[src/rtl/ps2_kbd_pkg.sv]
// Shared constants, prefix-FSM state type and the set-2 scan-code to ASCII lookup
// for the PS/2 keyboard path.
package ps2_kbd_pkg;

  localparam logic [7:0] SC_EXT    = 8'hE0;
  localparam logic [7:0] SC_BREAK  = 8'hF0;
  localparam logic [7:0] SC_LSHIFT = 8'h12;
  localparam logic [7:0] SC_RSHIFT = 8'h59;
  localparam logic [7:0] SC_CAPS   = 8'h58;

  typedef enum logic [1:0] {IDLE, EXT, BRK, EXT_BRK} kbd_state_e;

  // Returns {hit, ascii}. Upper selects capitals for letters only.
  function automatic logic [8:0] scan_to_ascii(input logic [7:0] code, input logic upper);
    logic [7:0] a;
    logic       hit;
    a   = 8'h00;
    hit = 1'b1;
    case (code)
      8'h1C: a = "a";  8'h32: a = "b";  8'h21: a = "c";  8'h23: a = "d";
      8'h24: a = "e";  8'h2B: a = "f";  8'h34: a = "g";  8'h33: a = "h";
      8'h43: a = "i";  8'h3B: a = "j";  8'h42: a = "k";  8'h4B: a = "l";
      8'h3A: a = "m";  8'h31: a = "n";  8'h44: a = "o";  8'h4D: a = "p";
      8'h15: a = "q";  8'h2D: a = "r";  8'h1B: a = "s";  8'h2C: a = "t";
      8'h3C: a = "u";  8'h2A: a = "v";  8'h1D: a = "w";  8'h22: a = "x";
      8'h35: a = "y";  8'h1A: a = "z";
      8'h45: a = "0";  8'h16: a = "1";  8'h1E: a = "2";  8'h26: a = "3";
      8'h25: a = "4";  8'h2E: a = "5";  8'h36: a = "6";  8'h3D: a = "7";
      8'h3E: a = "8";  8'h46: a = "9";
      8'h29: a = 8'h20;
      8'h5A: a = 8'h0D;
      8'h66: a = 8'h08;
      default: hit = 1'b0;
    endcase
    if (upper && (a >= "a") && (a <= "z")) a = a - 8'h20;
    return {hit, a};
  endfunction

endpackage

[src/rtl/kbd_sync_fifo.sv]
// First-word-fall-through synchronous FIFO. A push into a full FIFO is accepted
// only when a pop happens in the same cycle; dout holds the last popped word when empty.
module kbd_sync_fifo #(
  parameter int WIDTH = 8,
  parameter int DEPTH = 4,
  parameter int CNT_W = $clog2(DEPTH) + 1
) (
  input  logic             clk,
  input  logic             resetn,
  input  logic             push,
  input  logic [WIDTH-1:0] din,
  input  logic             pop,
  output logic [WIDTH-1:0] dout,
  output logic             full,
  output logic             empty,
  output logic [CNT_W-1:0] count
);

  localparam int AW = $clog2(DEPTH);

  logic [WIDTH-1:0] mem_q [DEPTH];
  logic [AW-1:0]    wr_ptr_q, wr_ptr_d, rd_ptr_q, rd_ptr_d;
  logic [CNT_W-1:0] count_q, count_d;
  logic [WIDTH-1:0] last_q, last_d;
  logic             do_push, do_pop;

  assign empty   = (count_q == '0);
  assign full    = (count_q == CNT_W'(DEPTH));
  assign count   = count_q;
  assign do_pop  = pop && !empty;
  assign do_push = push && (!full || do_pop);
  assign dout    = empty ? last_q : mem_q[rd_ptr_q];

  always_comb begin
    wr_ptr_d = wr_ptr_q;
    rd_ptr_d = rd_ptr_q;
    count_d  = count_q;
    last_d   = last_q;
    if (do_push) wr_ptr_d = wr_ptr_q + 1'b1;
    if (do_pop) begin
      rd_ptr_d = rd_ptr_q + 1'b1;
      last_d   = mem_q[rd_ptr_q];
    end
    case ({do_push, do_pop})
      2'b10:   count_d = count_q + 1'b1;
      2'b01:   count_d = count_q - 1'b1;
      default: count_d = count_q;
    endcase
  end

  always_ff @(posedge clk or negedge resetn) begin
    if (!resetn) begin
      wr_ptr_q <= '0;
      rd_ptr_q <= '0;
      count_q  <= '0;
      last_q   <= '0;
    end else begin
      wr_ptr_q <= wr_ptr_d;
      rd_ptr_q <= rd_ptr_d;
      count_q  <= count_d;
      last_q   <= last_d;
    end
  end

  // Storage needs no reset: a slot is only read after it has been written.
  always_ff @(posedge clk) begin
    if (do_push) mem_q[wr_ptr_q] <= din;
  end

endmodule

[src/rtl/ps2_ascii_decoder.sv]
// PS/2 set-2 scan-code to ASCII decoder with prefix FSM, shift tracking and output FIFO.
// Optional caps-lock handling is built when PS2_CAPS_LOCK_EN is defined.
module ps2_ascii_decoder
  import ps2_kbd_pkg::*;
#(
  parameter int FIFO_DEPTH = 4,
  parameter int CNT_W      = $clog2(FIFO_DEPTH) + 1
) (
  input  logic             clk,
  input  logic             resetn,
  input  logic             scan_valid,
  input  logic [7:0]       scan_code,
  input  logic             letter_case,
  input  logic             out_ready,
  output logic             ascii_valid,
  output logic [7:0]       ascii_code,
  output logic [CNT_W-1:0] fifo_count,
  output logic             overflow,
  input  logic             overflow_clr
);

  kbd_state_e state_q, state_d;
  logic       lshift_q, lshift_d, rshift_q, rshift_d;
  logic       overflow_q, overflow_d;
  logic       make_vld, brk_vld, is_mod, upper, push, full, empty, drop;
  logic [8:0] lut;

`ifdef PS2_CAPS_LOCK_EN
  logic caps_q, caps_d, caps_held_q, caps_held_d;
`endif

  always_comb begin
    state_d  = state_q;
    lshift_d = lshift_q;
    rshift_d = rshift_q;
    make_vld = 1'b0;
    brk_vld  = 1'b0;
    if (scan_valid) begin
      case (state_q)
        IDLE: begin
          if (scan_code == SC_EXT)        state_d = EXT;
          else if (scan_code == SC_BREAK) state_d = BRK;
          else                            make_vld = 1'b1;
        end
        EXT: begin
          if (scan_code == SC_BREAK)   state_d = EXT_BRK;
          else if (scan_code != SC_EXT) state_d = IDLE;
        end
        BRK: begin
          if (scan_code != SC_EXT && scan_code != SC_BREAK) begin
            state_d = IDLE;
            brk_vld = 1'b1;
          end
        end
        default: state_d = IDLE;
      endcase
    end
    if (make_vld && scan_code == SC_LSHIFT) lshift_d = 1'b1;
    if (make_vld && scan_code == SC_RSHIFT) rshift_d = 1'b1;
    if (brk_vld && scan_code == SC_LSHIFT)  lshift_d = 1'b0;
    if (brk_vld && scan_code == SC_RSHIFT)  rshift_d = 1'b0;
  end

`ifdef PS2_CAPS_LOCK_EN
  // Toggle only on the first make so typematic repeats of caps lock are ignored.
  always_comb begin
    caps_d      = caps_q;
    caps_held_d = caps_held_q;
    if (make_vld && scan_code == SC_CAPS) begin
      caps_held_d = 1'b1;
      if (!caps_held_q) caps_d = ~caps_q;
    end
    if (brk_vld && scan_code == SC_CAPS) caps_held_d = 1'b0;
  end

  always_ff @(posedge clk or negedge resetn) begin
    if (!resetn) begin
      caps_q      <= 1'b0;
      caps_held_q <= 1'b0;
    end else begin
      caps_q      <= caps_d;
      caps_held_q <= caps_held_d;
    end
  end

  assign upper  = letter_case ^ (lshift_q | rshift_q) ^ caps_q;
  assign is_mod = (scan_code == SC_LSHIFT) || (scan_code == SC_RSHIFT) || (scan_code == SC_CAPS);
`else
  assign upper  = letter_case ^ (lshift_q | rshift_q);
  assign is_mod = (scan_code == SC_LSHIFT) || (scan_code == SC_RSHIFT);
`endif

  assign lut  = scan_to_ascii(scan_code, upper);
  assign push = make_vld && !is_mod && lut[8];
  // Full implies non-empty, so only out_ready decides whether the push fits.
  assign drop = push && full && !out_ready;

  always_comb begin
    overflow_d = overflow_q;
    if (overflow_clr) overflow_d = 1'b0;
    if (drop)         overflow_d = 1'b1;
  end

  always_ff @(posedge clk or negedge resetn) begin
    if (!resetn) begin
      state_q    <= IDLE;
      lshift_q   <= 1'b0;
      rshift_q   <= 1'b0;
      overflow_q <= 1'b0;
    end else begin
      state_q    <= state_d;
      lshift_q   <= lshift_d;
      rshift_q   <= rshift_d;
      overflow_q <= overflow_d;
    end
  end

  kbd_sync_fifo #(.WIDTH(8), .DEPTH(FIFO_DEPTH), .CNT_W(CNT_W)) u_fifo (
    .clk    (clk),
    .resetn (resetn),
    .push   (push),
    .din    (lut[7:0]),
    .pop    (out_ready),
    .dout   (ascii_code),
    .full   (full),
    .empty  (empty),
    .count  (fifo_count)
  );

  assign ascii_valid = !empty;
  assign overflow    = overflow_q;

endmodule

[config.mk]
export PLATFORM = sky130hd
export DESIGN_NAME = ps2_ascii_decoder
export DESIGN_NICKNAME = d
export VERILOG_FILES = /design/src/rtl/ps2_kbd_pkg.sv /design/src/rtl/kbd_sync_fifo.sv /design/src/rtl/ps2_ascii_decoder.sv
export SDC_FILE = /design/constraint.sdc
export NUM_CORES = 1
export LEC_CHECK = 0
export CORE_MARGIN = 10
export CORE_UTILIZATION = 40
export CTS_CLUSTER_DIAMETER = 150
export DETAILED_ROUTE_END_ITERATION = 10
export HOLD_SLACK_MARGIN = 0.05
export PLACE_DENSITY_LB_ADDON = 0.12
export RECOVER_POWER = 50
export SLEW_MARGIN = 20
export SYNTH_ARGS = -nofsm -noshare
export SYNTH_HDL_FRONTEND = slang
export SYNTH_SLANG_ARGS = --single-unit
[constraint.sdc]
create_clock -name clk -period 2.3 [get_ports clk]
set_input_delay 0.23 -clock clk [delete_from_list [all_inputs] [get_ports clk]]
set_output_delay 0.23 -clock clk [all_outputs]
set_load 0.1 [all_outputs]
* After elaboration in Yosys (flattened, before gate mapping)
Memories as Yosys holds them, arrays and structs flattened. Cells that the tools add are included.
Storage, ports and cells: register bits after elaboration 20, bits in writable memories 32, input port bits 14, output and inout port bits 13, word-level logic and storage cells 124, memories kept 1
Cells by class: add/sub/neg operators 5, magnitude comparators 2, equality and inequality tests 53, mux-type cells 26, bitwise logic cells 2, reductions and logical operators 27
Memories:
- u_fifo.mem_q | depth 4, bits a word 8, read ports 1, clocked after Yosys merged registers in 0, wr ports 1, RTL line kbd_sync_fifo.sv:21 | logic [WIDTH-1:0] mem_q [DEPTH];
Operator list (number):
- 7-bit case mux with 39 select lines | 1
- 8-bit by 6-bit equality test with 1-bit output, second input constant | 23
- 8-bit by 7-bit equality test with 1-bit output, second input constant | 10
- 8-bit by 5-bit equality test with 1-bit output, second input constant | 8
- 39-bit OR reduction | 1
- 8-bit equality test, second input constant | 2
- 1-bit 2-to-1 mux | 16
- 8-bit 2-to-1 mux | 2
- 8-bit inequality test, second input constant | 2
- 1-bit logical AND | 13
- 2-bit 2-to-1 mux | 5
- 8-bit by 7-bit >= comparator with 1-bit output, second input constant | 1
- 8-bit by 7-bit <= comparator with 1-bit output, second input constant | 1
- 2-bit nonzero test | 4
- 8-bit by 6-bit subtractor with 8-bit output, second input constant | 1
- 3-bit inequality test, second input constant | 2
- 2-bit case mux with 3 select lines | 1
- 3-bit case mux with 2 select lines | 1
- 2-bit by 1-bit adder with 2-bit output, second input constant | 2
- 2-bit by 1-bit equality test with 1-bit output, second input constant | 2
- 2-bit equality test, second input constant | 2
- 1-bit logical NOT | 4
- 4-bit AND reduction | 1
- 3-bit by 1-bit adder with 3-bit output, second input constant | 1
- 8 further kinds | 9

* Longest topological paths before layout
Gate-level depths: netlist of run 1.
depth in word-level cells 10, mapped depth 14, gate-level depth less buffers 11

* By module
Synthesis of run 1 repeated with hierarchy kept, for this count alone.
Unflattened totals: cells, all modules 291, area, all modules 3180.6 um2
Modules (own cells, without submodules):
- kbd_sync_fifo | times used 1, cells each 105, area an instance 1978.1 um2, sequential area each 1336.3 um2
- ps2_ascii_decoder | times used 1, cells each 186, area an instance 1202.4 um2, sequential area each 125.1 um2

* Least setup slack after synthesis of run 1
OpenSTA, ideal clock, no wires.
path type reg-to-output, start register u_fifo.count_q[1] (netlist: u_fifo.count[1]), end output ascii_code[0], arrival 3012 ps, data required time 2070 ps, setup slack -942 ps, stages on the path, launching flop included 4, path buffers 1, cells stage by stage dfrtp_1 > or3_1 > clkbuf_1 > mux2_2
On the way: word-level cells in the longest chain between the ends 2
RTL lines:
- from (decl) | RTL line kbd_sync_fifo.sv:23 | logic [CNT_W-1:0] count_q, count_d;
- from (signal assigned) | RTL line kbd_sync_fifo.sv:60 | count_q <= count_d;
- 3-bit logical NOT | RTL line kbd_sync_fifo.sv:27 | assign empty = (count_q == '0);
- 8-bit 2-to-1 mux | RTL line kbd_sync_fifo.sv:32 | assign dout = empty ? last_q : mem_q[rd_ptr_q];
- to (decl) | RTL line ps2_ascii_decoder.sv:16 | output logic [7:0] ascii_code,
No other way between the ends.

* Final worst setup path of run 1
start input scan_code[4], end register u_fifo.count_q[1] (netlist: u_fifo.count[1])
On the way: word-level cells in the longest chain between the ends 10, elaborated cells between the ends (all ways) 58
RTL lines:
- from (decl) | RTL line ps2_ascii_decoder.sv:12 | input logic [7:0] scan_code,
- 8-bit equality test | RTL line ps2_ascii_decoder.sv:42 | else if (scan_code == SC_BREAK) state_d = BRK;
- 1-bit 2-to-1 mux | RTL line ps2_ascii_decoder.sv:42
- 1-bit 2-to-1 mux | RTL line ps2_ascii_decoder.sv:41 | if (scan_code == SC_EXT) state_d = EXT;
- 1-bit 2-to-1 mux | RTL line ps2_ascii_decoder.sv:39 | case (state_q)
- 1-bit 2-to-1 mux | RTL line ps2_ascii_decoder.sv:38 | if (scan_valid) begin
- 1-bit logical AND | RTL line ps2_ascii_decoder.sv:94 | assign push = make_vld && !is_mod && lut[8];
- 1-bit logical AND (*) | RTL line ps2_ascii_decoder.sv:94
- 1-bit logical AND (*) | RTL line kbd_sync_fifo.sv:31 | assign do_push = push && (!full || do_pop);
- 2-bit by 1-bit equality test with 1-bit output / 2-bit equality test (equally long branches) | RTL line kbd_sync_fifo.sv:44 | case ({do_push, do_pop})
- 3-bit case mux with 2 select lines / 2-bit nonzero test (equally long branches)
Every way passes the cells marked *; elsewhere a longest branch is shown, timed or not. A chain may end at the register's enable or synchronous reset.

==> tab_implementation.tex, run 1 <==
\begin{tabular}{lr}
\hline
Metric & Value \\
\hline
\multicolumn{2}{l}{\textbf{Synth}} \\
\quad Syn Area/Cell & roughly 11 um2 \\
\quad Number of standard cells after synthesis & just over 300 \\
\quad Yosys top cell by area & edfxtp\_1 \\
\quad Sequential-to-total area share from yosys stat & a little over two fifths \\
\quad Most used flip-flop cell after synthesis & edfxtp\_1 \\
\quad Most instantiated library cell after synthesis & edfxtp\_1 \\
\quad Top-area cell type share of the netlist area & 28.71\% \\
\quad Cell area after technology mapping & $\sim$0.0033 mm2 \\
\quad Post-Synthesis Net Count & between 300 and 400 \\
\quad Cells taking the most area after synthesis & edfxtp\_1 29\%, dfrtp\_1 15\%, mux2\_2 5.4\% \\
\quad Synthesis Warnings & 0 \\
\quad Synth unique cells & 75 \\
\quad Fraction of registers with async set or reset after synthesis & approximately 38\% \\
\quad Number of flip-flops and latches in the synthesized netlist & 52 \\
\quad Number of enable flip-flop cells after synthesis & 32 \\
\quad Most frequent cells after synthesis & 32 x edfxtp\_1, 20 x dfrtp\_1, 16 x mux2\_2, 16 x nand2\_1, 16 x nor2\_1 \\
\multicolumn{2}{l}{\textbf{Timing}} \\
\quad Setup\_tns & -0.2488 ns \\
\quad Setup repair after global routing missed its margin & true \\
\quad Slew Limit Headroom & 22.01\% \\
\quad Worst Skew & $\sim$0.010 ns \\
\quad Final critical-path required period & approximately 2.4 ns \\
\quad Highest achievable clock rate & a little over 400 MHz \\
\quad Final setup viols & 2 \\
\quad Pins over their slew limit & 0 \\
\quad Hold Vio Cnt, Final & 0 \\
\quad Worst hold slack & about 0.46 ns \\
\quad Part of the cycle the worst path needs & 105.6\% \\
\quad Final worst setup slack & -0.1280 ns \\
\quad Slew at the pin closest to its max-slew limit & about 1.2 ns \\
\multicolumn{2}{l}{\textbf{Run}} \\
\quad MaxCap Viol Count & 0 \\
\multicolumn{2}{l}{\textbf{Power}} \\
\quad Worst voltage drop across the vdd grid & roughly 560 uV \\
\quad Power per cell area & 999.4 mW/mm2 \\
\quad Static Leakage & 1.927 nW \\
\quad Total Power Consumption & slightly below 5 mW \\
\multicolumn{2}{l}{\textbf{Routing}} \\
\quad Routed wire length & 8781 um \\
\quad Routed vias/inst & around 5.5 \\
\quad DR WL/cell & $\sim$17 um \\
\quad Initial detailed-routing violation count & about 140 \\
\quad Via Count & 2,842 \\
\quad ANT nets after route & 0 \\
\quad DR pass1 iterations & 4 \\
\quad Post-route DRC & 0 \\
\multicolumn{2}{l}{\textbf{Layout}} \\
\quad Share of final-layout standard cells stronger than drive strength 1 & between 40 and 50\% \\
\quad Final Non-Filler Cells & about 520 \\
\quad Layout filler cell count & between 600 and 700 \\
\quad Post-layout nets & roughly 440 \\
\quad Count of antenna diodes in the layout & 0 \\
\quad Finished Core Util & between 50\% and 60\% \\
\quad Final design instance area without fill & 0.004825 mm2 \\
\quad Growth of design area from synthesis to finish & 44.15\% \\
\multicolumn{2}{l}{\textbf{Critical path}} \\
\quad CP startpoint kind & primary input \\
\quad Type of the worst setup path & in2reg \\
\quad Data arrival time of the critical path & 2.63 ns \\
\quad CP required & 2.51 ns \\
\quad Maximum fanout encountered on the critical timing path & 5 \\
\quad Capturing element type of the critical path & flip-flop \\
\multicolumn{2}{l}{\textbf{Place}} \\
\quad RePlAce Congestion & approximately 0.85 \\
\quad Cell area reported after detailed placement & around 0.0044 mm2 \\
\quad Worst slack, placed & -0.8382 ns \\
\quad Dpl cells & $\sim$500 \\
\quad Sum of net half-perimeters after detailed placement & 6258 um \\
\quad Count of buffers inserted at the top-level ports & 26 \\
\multicolumn{2}{l}{\textbf{Floorplan}} \\
\quad Die height & approximately 110 um \\
\quad Width of the die & around 110 um \\
\quad Initial cell density of the core & 40.94\% \\
\quad Overall die area & approximately 0.012 mm2 \\
\quad Number of placement rows & 33 \\
\quad Core area & just over 0.008 mm2 \\
\quad Top-Level Pins & 27 \\
\multicolumn{2}{l}{\textbf{Clock network}} \\
\quad Root cell of the clock tree & clkbuf\_8 \\
\quad Source-to-sink clock delay at the later pin of the worst-skew pair & about 0.30 ns \\
\quad Number of buffers added by the clock tree synthesis step & 5 \\
\quad Total of hold buffers inserted after clock tree synthesis & 0 \\
\quad Clock Pin Slew Worst Setup and Hold Paths & about 0.09 ns \\
\quad Num Clock Sinks & 52 \\
\quad H-tree level count & 2 \\
\quad Max clock buf depth & 2 \\
\quad CTS tree & built \\
\multicolumn{2}{l}{\textbf{Global routing}} \\
\quad Largest net degree at the start of global routing & 21 \\
\quad Initial antenna violation count & 0 \\
\quad Via count of the first global-routing pass & a little under 3k \\
\quad Total grt overflow & 0 \\
\quad Wire length of the first global-routing pass & roughly 15,000 um \\
\quad Total Routing Usage GR & between 10\% and 20\% \\
\multicolumn{2}{l}{\textbf{Run status}} \\
\quad Run status & complete, but fails checks \\
\quad Failing checks & setup timing \\
\multicolumn{2}{l}{\textbf{Worst hold path}} \\
\quad Min-delay worst type & in2reg \\
\hline
\end{tabular}
-- registers in the layout, indices dropped and copies added, names as in the netlist --
signal / flops
u_fifo.count: 3
rshift_q: 1
overflow: 1
state_q: 2
u_fifo.last_q: 8
lshift_q: 1
u_fifo.mem_q: 32
u_fifo.rd_ptr_q: 2
u_fifo.wr_ptr_q: 2
-- path summary, 6_finish.rpt --
path                       cells after the start                          from  slack [ns]                              to
min in group asynchronous                      2                        resetn        0.66  u_fifo.rd_ptr_q[1]$_DFFE_PN0P_
hold reg to reg                                1  u_fifo.last_q[4]$_DFFE_PN0P_        0.51    u_fifo.last_q[4]$_DFFE_PN0P_
max in group asynchronous                      2                        resetn        0.89     u_fifo.count[2]$_DFFE_PN0P_
setup / recovery                              11                  scan_code[4]       -0.13     u_fifo.count[1]$_DFFE_PN0P_
setup reg to reg                               7        state_q[0]$_DFFE_PN0P_        0.31     u_fifo.count[1]$_DFFE_PN0P_
hold / removal                                 3                  scan_code[4]        0.46          state_q[1]$_DFFE_PN0P_
-- cell families (layout without fill, tap and decap cells) --
group	after synthesis	after routing	share of synthesized area [%]
adders and majority gates	6	6	2.467
muxes	30	30	12.75
buffers and inverters	33	146	4.785
AOI/OAI and AO/OA	63	63	13.87
xor gates and xnor gates	8	8	2.094
DFF	52	52	43.66
and+or+nand+nor	111	111	20.37
-- metal layers --
metal	track usage (%)	wire, um
met1	17.14	3780
met2	24.85	4550
met3	1.771	256
met4	4.542	194
met5	0	0
-- area by class of cell --
class                   instances  area (um2)  share of cell area (%)
multi-input cells             218        1914                   39.68
clock buffers                   6       82.58                   1.712
repair buffers                128        1155                   23.94
well taps                     105       131.4                   2.723
inverters                      10       37.54                  0.7780
clock inverters                 2       38.79                  0.8039
flip-flops and latches         52        1465                   30.37
-- placed cells by master (no fill, tap or decap), types with 8 or more instances in the layout --
cell type   n
nor2_1     15
nand2_1    16
edfxtp_1   32
inv_1       9
buf_12     10
a21oi_1    11
buf_4      89
mux2_2     15
mux4_2      8
o21ai_0    11
dfrtp_1    17
-- power breakdown --
group,internal (mW),switching (mW)
registers,1.16,0.144
logic,1.13,1.74
clock network,0.356,0.291
total,2.65,2.18
-- repair_timing --
action	CTS	global route
resized for setup	60	16
gates cloned	4	0
setup endpoints to repair	54	42
endpoints found under the hold margin	0	0
pin swaps	16	11
buffers inserted	13	2
-- critical path, cell delays in order --
cell and delay, ns:
buf_6 0.10, bufbuf_16 0.26, or2b_1 0.25, o21a_1 0.19, o41ai_2 0.35, nor4_4 0.10
a31oi_2 0.27, nand2b_4 0.17, fa_2 0.43, nand3b_1 0.18, o311ai_2 0.08
Note: power is estimated with default switching activity, not from simulation.
==> run 2: changes to the inputs <==
- SLEW_MARGIN: 20 -> not set
==> results of run 2 <==
No change in the layout: final DEF, timing and power equal those of run 1.
==> run 3: changes to the inputs <==
- SYNTH_HIERARCHICAL: not set -> 1
==> run 3 against run 2 <==
Against the previous run:
- worst hold slack barely moved
- power fell by 6.5%
- clock power fell by 16%
- combinational power fell by 6%
- final area fell by 3.6%
- highest routed layer unchanged
- wire length fell by 4.1%
- die area fell by 4.1%
- sequential share of layout area rose by 1.1 points
- the run still ends with setup timing left
==> tab_implementation.tex, run 3 <==
\begin{tabular}{lr}
\hline
Metric & Value \\
\hline
\multicolumn{2}{l}{\textbf{Timing}} \\
\quad Hold Vio Cnt, Final & 0 (unchanged) \\
\quad Highest achievable clock rate & 390.9 MHz (-5.1\%) \\
\quad Final setup viols & 38 (+36) \\
\quad Pins over their slew limit & 0 (unchanged) \\
\quad Part of the cycle the worst path needs & 111.2\% (+5.7 points) \\
\quad Final critical-path required period & 2.559 ns (+0.1305 ns) \\
\quad Setup repair after global routing missed its margin & true \\
\quad Worst Skew & 0.01290 ns (+0.002770 ns) \\
\quad Slew Limit Headroom & 21.29\% (-0.72 points) \\
\quad Slew at the pin closest to its max-slew limit & 1.186 ns (+0.01083 ns) \\
\quad Final worst setup slack & -0.2585 ns (-0.1305 ns) \\
\multicolumn{2}{l}{\textbf{Synth}} \\
\quad Sequential-to-total area share from yosys stat & 45.95\% (+2.3 points) \\
\quad Multiplexer share of the synthesized area & 12.12\% (-0.63 points) \\
\quad Synth unique cells & 69 (-8.0\%) \\
\quad Dominant combinational cell family by area after synthesis & simple AND/OR/NAND/NOR gates \\
\quad Most frequent cells after synthesis & 32 x edfxtp\_1, 23 x nor2\_1, 20 x dfrtp\_1 \\
\quad Top-area cell type share of the netlist area & 30.21\% (+1.5 points) \\
\quad Post-Synthesis Net Count & 312 (-3.4\%) \\
\quad Compound-Gate Fraction of Synth Area & 13.85\% (-0.022 points) \\
\quad Synth Area in Simple Gates & 18.02\% (-2.4 points) \\
\quad Most instantiated library cell after synthesis & edfxtp\_1 \\
\quad Synthesis Warnings & 6 (+6) \\
\quad Xor and xnor area share after synthesis & 2.203\% (+0.11 points) \\
\quad Yosys top cell by area & edfxtp\_1 \\
\quad Cell area after technology mapping & 0.003181 mm2 (-5.0\%) \\
\quad Adder and majority cell fraction of the synthesized area & 2.990\% (+0.52 points) \\
\quad Fraction of registers with async set or reset after synthesis & 38.46\% (unchanged) \\
\quad Number of standard cells after synthesis & 291 (-4.0\%) \\
\quad Syn Area/Cell & 10.93 um2 (-1.1\%) \\
\quad Number of flip-flops and latches in the synthesized netlist & 52 (unchanged) \\
\quad Number of enable flip-flop cells after synthesis & 32 (unchanged) \\
\quad Most used flip-flop cell after synthesis & edfxtp\_1 \\
\quad Cells taking the most area after synthesis & edfxtp\_1 30\%, dfrtp\_1 16\%, mux2\_2 5.7\% \\
\multicolumn{2}{l}{\textbf{Floorplan}} \\
\quad Top-Level Pins & 27 (unchanged) \\
\quad Overall die area & 0.01192 mm2 (-4.1\%) \\
\quad Core area & 0.007727 mm2 (-5.5\%) \\
\quad Die height & 109.2 um (-2.1\%) \\
\quad Initial cell density of the core & 41.16\% (+0.22 points) \\
\quad Number of placement rows & 32 (-3.0\%) \\
\quad Width of the die & 109.2 um (-2.1\%) \\
\multicolumn{2}{l}{\textbf{Routing}} \\
\quad Routed vias/inst & 5.342 (-2.1\%) \\
\quad Via Count & 2,730 (-3.9\%) \\
\quad Initial detailed-routing violation count & 162 (+18\%) \\
\quad DR WL/cell & 16.49 um (-2.2\%) \\
\quad ANT nets after route & 0 (unchanged) \\
\quad DR pass1 iterations & 4 (unchanged) \\
\quad Post-route DRC & 0 (unchanged) \\
\quad Routed wire length & 8425 um (-4.1\%) \\
\multicolumn{2}{l}{\textbf{Layout}} \\
\quad Layout filler cell count & 666 (-3.5\%) \\
\quad Growth of design area from synthesis to finish & 46.22\% \\
\quad Final Non-Filler Cells & 511 (-1.9\%) \\
\quad Count of antenna diodes in the layout & 0 (unchanged) \\
\quad Final design instance area without fill & 0.004651 mm2 (-3.6\%) \\
\quad Share of final-layout standard cells stronger than drive strength 1 & 47.19\% (-0.41 points) \\
\quad Most flop-heavy register & u\_fifo/mem\_q \\
\quad Post-layout nets & 429 (-1.4\%) \\
\quad Most frequent standard cell in the layout excluding fill and tap cells & buf\_4 \\
\quad Most frequent cells in the layout & 92 x buf\_4, 32 x edfxtp\_1, 23 x nor2\_1 \\
\quad Number of flip-flops under the largest register name & 32 (unchanged) \\
\multicolumn{2}{l}{\textbf{Power}} \\
\quad Worst voltage drop across the vdd grid & 483.3 uV (-14\%) \\
\quad Total Power Consumption & 4.508 mW (-6.5\%) \\
\quad Static Leakage & 1.917 nW (-0.55\%) \\
\quad Power per cell area & 969.3 mW/mm2 (-3.0\%) \\
\multicolumn{2}{l}{\textbf{Run status}} \\
\quad Run status & complete, but fails checks \\
\quad Failing checks & setup timing \\
\multicolumn{2}{l}{\textbf{Clock network}} \\
\quad Clock Pin Slew Worst Setup and Hold Paths & 0.11 ns (+0.02 ns) \\
\quad H-tree level count & 2 (unchanged) \\
\quad CTS tree & built \\
\quad Number of buffers added by the clock tree synthesis step & 5 (unchanged) \\
\quad Source-to-sink clock delay at the later pin of the worst-skew pair & 0.30 ns (about the same) \\
\quad Num Clock Sinks & 52 (unchanged) \\
\quad Root cell of the clock tree & clkbuf\_8 \\
\quad Max clock buf depth & 2 (unchanged) \\
\multicolumn{2}{l}{\textbf{Critical path}} \\
\quad CP required & 2.54 ns (+0.03 ns) \\
\quad Number of buffer and inverter instances along the worst setup path & 4 (+2) \\
\quad Highest-delay cell along the critical path & a2111o\_1 \\
\quad CP startpoint kind & primary input \\
\quad Top Family by Delay on Critical Path & compound AO/OA/AOI/OAI gates \\
\quad Capturing element type of the critical path & flip-flop \\
\quad Data arrival time of the critical path & 2.79 ns (+0.16 ns) \\
\quad Register-to-register path setup slack & 0.23 ns (-0.08 ns) \\
\quad CP Cell Sequence & buf\_4 -> buf\_6 -> nand2\_2 -> nor3\_1 -> o31a\_1 -> a2111o\_1 -> nor4b\_4 -> nor4\_2 -> o21a\_4 -> inv\_2 -> ha\_4 -> inv\_2 -> fa\_2 -> xor2\_1 -> nor2\_1 -> xor2\_1 \\
\quad Maximum fanout encountered on the critical timing path & 7 (+2) \\
\quad Type of the worst setup path & in2reg \\
\quad Delay contributed by the slowest stage of the critical path & 0.46 ns (+0.03 ns) \\
\multicolumn{2}{l}{\textbf{Place}} \\
\quad Cell area reported after detailed placement & 0.004273 mm2 (-1.9\%) \\
\quad Sum of net half-perimeters after detailed placement & 6473 um (+3.4\%) \\
\quad Count of buffers inserted at the top-level ports & 26 (unchanged) \\
\quad RePlAce Congestion & 0.8962 (+5.0\%) \\
\quad Dpl cells & 487 (-1.4\%) \\
\multicolumn{2}{l}{\textbf{Global routing}} \\
\quad Total grt overflow & 0 (unchanged) \\
\quad Wire length of the first global-routing pass & 14,110 um (-5.1\%) \\
\quad Via count of the first global-routing pass & 2,740 (-6.2\%) \\
\quad Total Routing Usage GR & 14.60\% (+0.58 points) \\
\quad Initial antenna violation count & 0 (unchanged) \\
\quad Largest net degree at the start of global routing & 21 (unchanged) \\
\multicolumn{2}{l}{\textbf{Worst hold path}} \\
\quad Min-delay worst type & in2reg \\
\multicolumn{2}{l}{\textbf{Run}} \\
\quad MaxCap Viol Count & 0 (unchanged) \\
\hline
\end{tabular}
-- run 3: cell count changes after synthesis, moves of 4 or more --
| cell | delta |
|---|---|
| and2_1 | -7 |
| o22ai_1 | +6 |
| nand3_1 | +5 |
| and2_2 | +4 |
| nor2_1 | +7 |
| inv_1 | +8 |
| nor3_1 | -6 |
| nand2b_1 | -4 |
-- run 3: per-layer routing --
layer / vias to the layer above / GRT usage [%] / part of all wire, %
met5: - / 0 / 0
met4: 0 / 4.647 / 1.8
met3: 10 / 2.242 / 4.2
met2: 77 / 24.85 / 51
met1: 1311 / 18.60 / 43
li1: 1332 / - / -
-- run 3: stage by stage --
step	hold WS (ns)	setup TNS, ns	worst slack [ns]	util [%]
5_1_grt	0.4678	-4.260	-0.3808	60.18
6_report	0.4583	-1.315	-0.2585	60.18
3_3_place_gp	0.4837	-49.05	-1.167	55.29
3_5_place_dp	0.4908	-51.14	-1.209	55.29
2_1_floorplan	-0.06559	-2.894	-0.5223	-
4_1_cts	0.2590	-3.154	-0.2837	59.05
-- run 3: power by group --
part           internal (mW)  switching (mW)  total (mW)  leakage, nW
Combinational           1.07            1.63        2.70         1.33
Sequential              1.15           0.112        1.27        0.539
Clock                  0.223           0.320       0.543       0.0452
Total                   2.45            2.06        4.51         1.92
-- run 3: timing repair --
action                                  CTS  global route
buffers inserted                         11             3
gates cloned                              2             0
resized for setup                        60            18
pin swaps                                23             7
hold buffers                              0             0
endpoints found under the setup margin   49            44
-- run 3: cell type report --
type,instances,area (um2),area share [%]
Clock buffer,5,68.82,1.480
Clock inverter,3,25.02,0.5381
Inverter,17,63.81,1.372
Multi-Input combinational cell,203,1745,37.53
Sequential cell,52,1461,31.42
Tap cell,102,127.6,2.744
Timing Repair Buffer,129,1159,24.91
-- run 3: path summary, 6_finish.rpt --
path,start,end,cells past startpoint
worst min register to register,u_fifo/last_q[4]$_DFFE_PN0P_,u_fifo/last_q[4]$_DFFE_PN0P_,1
max in group asynchronous,resetn,u_fifo/last_q[2]$_DFFE_PN0P_,2
worst min-delay path,scan_code[4],state_q[1]$_DFFE_PN0P_,4
worst max-delay path,scan_code[0],u_fifo/count[2]$_DFFE_PN0P_,16
min in group asynchronous,resetn,u_fifo/last_q[3]$_DFFE_PN0P_,2
worst max register to register,u_fifo/count[1]$_DFFE_PN0P_,u_fifo/count[2]$_DFFE_PN0P_,9
-- run 3: cell families (layout without fill, tap and decap cells) --
kind of cell,count (synthesis),after routing
AND/OR/NAND/NOR,99,99
AO/OA/AOI/OAI,63,63
flip-flops,52,52
buffers and inverters,36,154
multiplexers,26,26
XOR/XNOR,8,8
adder cells (fa/ha/maj),7,7
-- run 3: worst min-delay path, cell delays in order --
cell,delay [ns]
buf_8,0.08
buf_2,0.15
buf_4,0.12
a32o_1,0.15
